$ cat src/rtl/bit_stream_pkg.sv
`default_nettype none
// ============================================================================
// Module      : bit_stream_pkg
// Description : Shared width default and state encoding for the bit-stream
//               deserializer.
// Revision    : 1.0 - initial release
// ============================================================================
package bit_stream_pkg;

  localparam int DEFAULT_WIDTH = 32;

  typedef enum logic [0:0] {
    IDLE = 1'b0,
    FILL = 1'b1
  } state_t;

endpackage : bit_stream_pkg
`default_nettype wire

$ cat src/rtl/bit_stream_deserializer.sv
`default_nettype none
// ============================================================================
// Module      : bit_stream_deserializer
// Description : Collects serial bits MSB-first into WIDTH-bit words; emits a
//               full word or a flushed, left-aligned partial word.
// Revision    : 1.0 - initial release
// ============================================================================
module bit_stream_deserializer
  import bit_stream_pkg::*;
#(
  parameter int WIDTH = DEFAULT_WIDTH
) (
  input  logic                    clk_i,
  input  logic                    srst_i,
  input  logic                    data_i,
  input  logic                    data_val_i,
  input  logic                    flush_i,
  output logic [WIDTH-1:0]        deser_data_o,
  output logic [$clog2(WIDTH):0]  deser_len_o,
  output logic                    deser_data_val_o,
  output logic                    busy_o
);

  localparam int                CW         = $clog2(WIDTH);
  localparam int                LW         = CW + 1;
  localparam logic [CW-1:0]     C_CNT_LAST = CW'(WIDTH - 1);
  localparam logic [WIDTH-1:0]  C_MSB      = {1'b1, {(WIDTH-1){1'b0}}};

  state_t             r_state;
  logic [CW-1:0]      r_cnt;
  logic [WIDTH-1:0]   r_shift;

  logic [WIDTH-1:0]   r_data;
  logic [LW-1:0]      r_len;
  logic               r_data_val;
  logic               r_busy;

  state_t             w_state_nxt;
  logic [CW-1:0]      w_cnt_nxt;
  logic [WIDTH-1:0]   w_shift_nxt;
  logic [WIDTH-1:0]   w_shift_acc;
  logic [WIDTH-1:0]   w_bit_mask;
  logic [LW-1:0]      w_len_post;
  logic               w_emit;

  // State register: counter, shift register and FSM state move together.
  always_ff @(posedge clk_i) begin
    if (srst_i) begin
      r_state <= IDLE;
      r_cnt   <= '0;
      r_shift <= '0;
    end else begin
      r_state <= w_state_nxt;
      r_cnt   <= w_cnt_nxt;
      r_shift <= w_shift_nxt;
    end
  end

  // Each bit is written straight into its final MSB-first slot, so the word is
  // already left-aligned and the unwritten low bits stay zero.
  always_comb begin
    w_bit_mask  = C_MSB >> r_cnt;
    w_shift_acc = r_shift;
    if (data_val_i) begin
      w_shift_acc = data_i ? (r_shift | w_bit_mask) : (r_shift & ~w_bit_mask);
    end
    w_cnt_nxt   = w_emit ? '0 : (r_cnt + CW'(data_val_i));
    w_shift_nxt = w_emit ? '0 : w_shift_acc;
    w_state_nxt = (w_cnt_nxt != '0) ? FILL : IDLE;
  end

  // The post-acceptance count includes a bit arriving alongside flush_i.
  always_comb begin
    w_len_post = LW'(r_cnt) + LW'(data_val_i);
    w_emit     = (data_val_i && (r_cnt == C_CNT_LAST)) ||
                 (flush_i && ((r_state == FILL) || data_val_i));
  end

  always_ff @(posedge clk_i) begin
    if (srst_i) begin
      r_data     <= '0;
      r_len      <= '0;
      r_data_val <= 1'b0;
      r_busy     <= 1'b0;
    end else begin
      r_data_val <= w_emit;
      r_busy     <= (w_state_nxt == FILL);
      if (w_emit) begin
        r_data <= w_shift_acc;
        r_len  <= w_len_post;
      end
    end
  end

  assign deser_data_o     = r_data;
  assign deser_len_o      = r_len;
  assign deser_data_val_o = r_data_val;
  assign busy_o           = r_busy;

endmodule : bit_stream_deserializer
`default_nettype wire

$ cat config.mk
export PLATFORM = sky130hd
export DESIGN_NAME = bit_stream_deserializer
export DESIGN_NICKNAME = d
export VERILOG_FILES = /design/src/rtl/bit_stream_pkg.sv /design/src/rtl/bit_stream_deserializer.sv
export SDC_FILE = /design/constraint.sdc
export NUM_CORES = 1
export LEC_CHECK = 0
export BUFFER_PORTS_ARGS = -buffer_cell sky130_fd_sc_hd__buf_2
export CORE_AREA = 4 4 92 94
export CTS_CLUSTER_DIAMETER = 60
export CTS_CLUSTER_SIZE = 12
export DETAILED_ROUTE_END_ITERATION = 10
export DIE_AREA = 0 0 96 98
export GPL_TIMING_DRIVEN = 0
export PLACE_DENSITY = 0.65
export SYNTH_ARGS = -nofsm -noshare
export SYNTH_HDL_FRONTEND = slang
export SYNTH_SLANG_ARGS = --single-unit
export TNS_END_PERCENT = 1
$ cat constraint.sdc
create_clock -name clk_i -period 1.55 [get_ports clk_i]
set_input_delay 0.155 -clock clk_i [delete_from_list [all_inputs] [get_ports clk_i]]
set_output_delay 0.155 -clock clk_i [all_outputs]
set_load 0.02 [all_outputs]
==> results by group <==
CTS
  – Hold-fix buffers at CTS: 0
  – Cts bufs inserted: 9
  – CTS tree: built
  – CTS Sinks: 77
  – H-Tree Depth: 3
  – Later-pin clock latency in the skew report: 350 ps
  – CTS Root Cell: clkbuf_8
  – Clk slew on worst S/H paths: 80 ps
  – CTS max path bufs: 2

Timing
  – Setup Skew: 12.2 ps
  – Setup TNS: 0 ps
  – Max_slew headroom: 68.7%
  – Setup violations, final: 0
  – Final hold viol count: 0
  – RSZ-0062 raised after global routing: yes
  – FMAX: 663 MHz
  – Max Slew Vio Count: 0
  – Final period utilization: 97.3%
  – Tmin final: 1510 ps
  – Measured slew at the worst slew-check pin: 469 ps

Placed design
  – Port Buffer Count: 44
  – Post-detail-place hpwl: 4.40 mm
  – Final RePlAce weighted congestion: 0.842

Pwr
  – Max IR drop VDD: 0.579 mV
  – Leakage: 1.55 nW
  – Power Total: 3.82 mW
  – Power Density: 1030 nW/um^2

Die
  – Die area: 9410 um^2
  – Die H: 98 um
  – # IOs: 45
  – CORE AREA: 7650 um^2
  – Die Wd: 96 um
  – Rows: 32
  – Initial core utilization: 39.5%

Route
  – DRC: 0
  – Final WL: 6.39 mm
  – WL per Instance: 14.7 um
  – DR vias: 2100
  – Initial DRC count: 55
  – Antenna Nets Post-Route: 0
  – Vias per cell: 4.82
  – TritonRoute pass-1 iters: 4

Global routing
  – Pin count of the biggest net entering global routing: 13
  – First-pass GRT wire length: 10.8 mm
  – GRT Total Usage: 15.0%
  – Vias in the first global route: 2134
  – Initial antenna violation count: 0
  – Grt ovf: 0

Final layout
  – Multi-input logic area: 1380 um^2
  – Final Util: 48.5%
  – Antenna fix cells: 0
  – Fillers: 723
  – Layout cells sized above 1: 35.6%
  – P&R area growth vs syn: 22.8%
  – Final nets: 337
  – Reg area: 1550 um^2

Yosys
  – Syn_nets: 278
  – Ys flop type: dfxtp_1
  – Top cell type's share of synthesized area: 51.0%
  – Main combinational cell family by area after synthesis: simple AND/OR/NAND/NOR gates
  – Syn_area_per_cell: 11.1 um^2
  – Post-synthesis mux area share: 10.6%
  – Sequential share of the synthesized area: 51.0%
  – Post-synth cell types: 35
  – Post-synth top cells: 77 x dfxtp_1, 45 x nor2_1, 32 x mux2i_1
  – Area share of fa/ha/maj cells after synthesis: 0.828%
  – Synthesized instance count: 271
  – Post-synthesis simple-gate area fraction: 17.3%
  – Synth warn: 0
  – Synth area leaders: dfxtp_1 51%, mux2i_1 11%, o2bb2ai_1 6.4%, nor2_1 5.6%, o2bb2ai_2 5.5%
  – XOR/XNOR Fraction of Synth Area: 0.870%
  – Top-count cell post-synth: dfxtp_1
  – FF+latch count, synth: 77
  – Post-synth EDFFs: 0
  – Post-Syn Area: 3020 um^2
  – Area leader, netlist: dfxtp_1
  – Synth Area in Compound Gates: 14.0%
  – FFs w/ async S/R, synth: 0%

Critical path
  – CP max stage delay: 340 ps
  – Reg2reg setup slack: 40 ps
  – Startpoint types: flop
  – Crit end category: flop
  – CP Max Fanout: 10
  – CP cell instances: buf_6 -> nand4_4 -> o21ai_4 -> nor2_2 -> buf_2 -> a22o_1
  – WP data required: 1800 ps
  – Setup CP Type: flop to flop
  – Crit path DAT: 1750 ps
  – Slowest-stage cell, CP: dfxtp_1

Flow run
  – Max cap viols: 0

Worst hold path
  – Worst hold path type: primary input to flop

Run status
  – Outcome: finished clean
-- state kept, by name (all words and copies together) (netlist names) --
signal,flops
busy_o,1
deser_data_o,32
deser_data_val_o,1
deser_len_o,6
r_cnt,5
r_shift,32
-- logic make-up after synthesis --
| kind of cell | count (synthesis) |
|---|---|
| mux | 32 |
| fa+ha+maj | 2 |
| xor+xnor | 3 |
| compound gates | 41 |
| flops | 77 |
| buf+inv | 23 |
| simple gates | 93 |
-- path summary, 6_finish.rpt --
path,start,to,cells past startpoint
setup / recovery,r_cnt[4],deser_len_o[0],6
hold / removal,srst_i,deser_data_o[0],2
setup reg to reg,r_cnt[4],deser_len_o[0],6
hold reg to reg,deser_data_o[2],deser_data_o[2],1
-- through the flow --
stage | area, um^2 | std cells | worst slack (ps) | hold WS, ps
4_1_cts | 3600 | 432 | -15.3 | 1.82
5_1_grt | 3710 | 436 | -44.1 | 26.6
3_5_place_dp | 3370 | 417 | -82.3 | 368
3_3_place_gp | 3370 | 417 | -74.4 | 369
6_report | 3710 | 436 | 42.4 | 25.1
2_1_floorplan | 3020 | 271 | 162 | 232
-- final cells by class --
cell class | count | share of cell area [%]
buffer | 22 | 5.06
clock buffer | 12 | 4.45
clock inverter | 3 | 1.18
inverter | 1 | 0.101
multi-input combinational | 171 | 37.3
sequential | 77 | 41.7
tap | 102 | 3.44
timing repair buffer | 48 | 6.75
-- power by group --
part	total (mW)	switching [mW]	internal [mW]
registers	2.00	0.0118	1.99
clock network	1.57	0.702	0.867
logic	0.245	0.160	0.0845
-- per-layer routing --
metal  global-route usage (%)  wire, um  share of wire, %  vias up
li1                         -         -                 -     1077
met1                     20.7      3150                49      972
met2                     21.6      2840                44       42
met3                     3.85       262               4.1        9
met4                     6.89       139               2.2        0
met5                        0         0                 0        -
-- critical path, delay by kind of cell, from the launching register on --
family	cells	cell delay, ps
buffers and inverters	2	340
AO/OA/AOI/OAI	2	460
flip-flops	1	340
AND/OR/NAND/NOR	2	260
-- repair_timing --
| item | in CTS | in global routing |
|---|---|---|
| cloned | 0 | 0 |
| hold endpoints to repair | 0 | 0 |
| buffers inserted | 0 | 4 |
| pin swaps | 0 | 3 |
| gates resized for setup | 7 | 19 |
| setup endpoints to repair | 52 | 73 |
-- cells in the final DEF, fill, tap and decap left out, types with 2 or more instances in the layout --
cell type / n
xor2_1: 2
buf_4: 6
nand3_1: 5
a22o_1: 4
dfxtp_2: 2
nand2_1: 12
clkbuf_8: 12
clkbuf_1: 2
ha_1: 2
nor2b_1: 2
nor4_2: 3
buf_2: 50
o2bb2ai_2: 12
o2bb2ai_1: 21
nand4b_1: 2
mux2i_1: 30
mux2i_2: 2
nand2b_1: 3
nor3_2: 3
nor2_1: 44
and2_1: 4
dfxtp_1: 74
buf_6: 10
nor3_1: 4
Power figures use the tool's default switching activity.
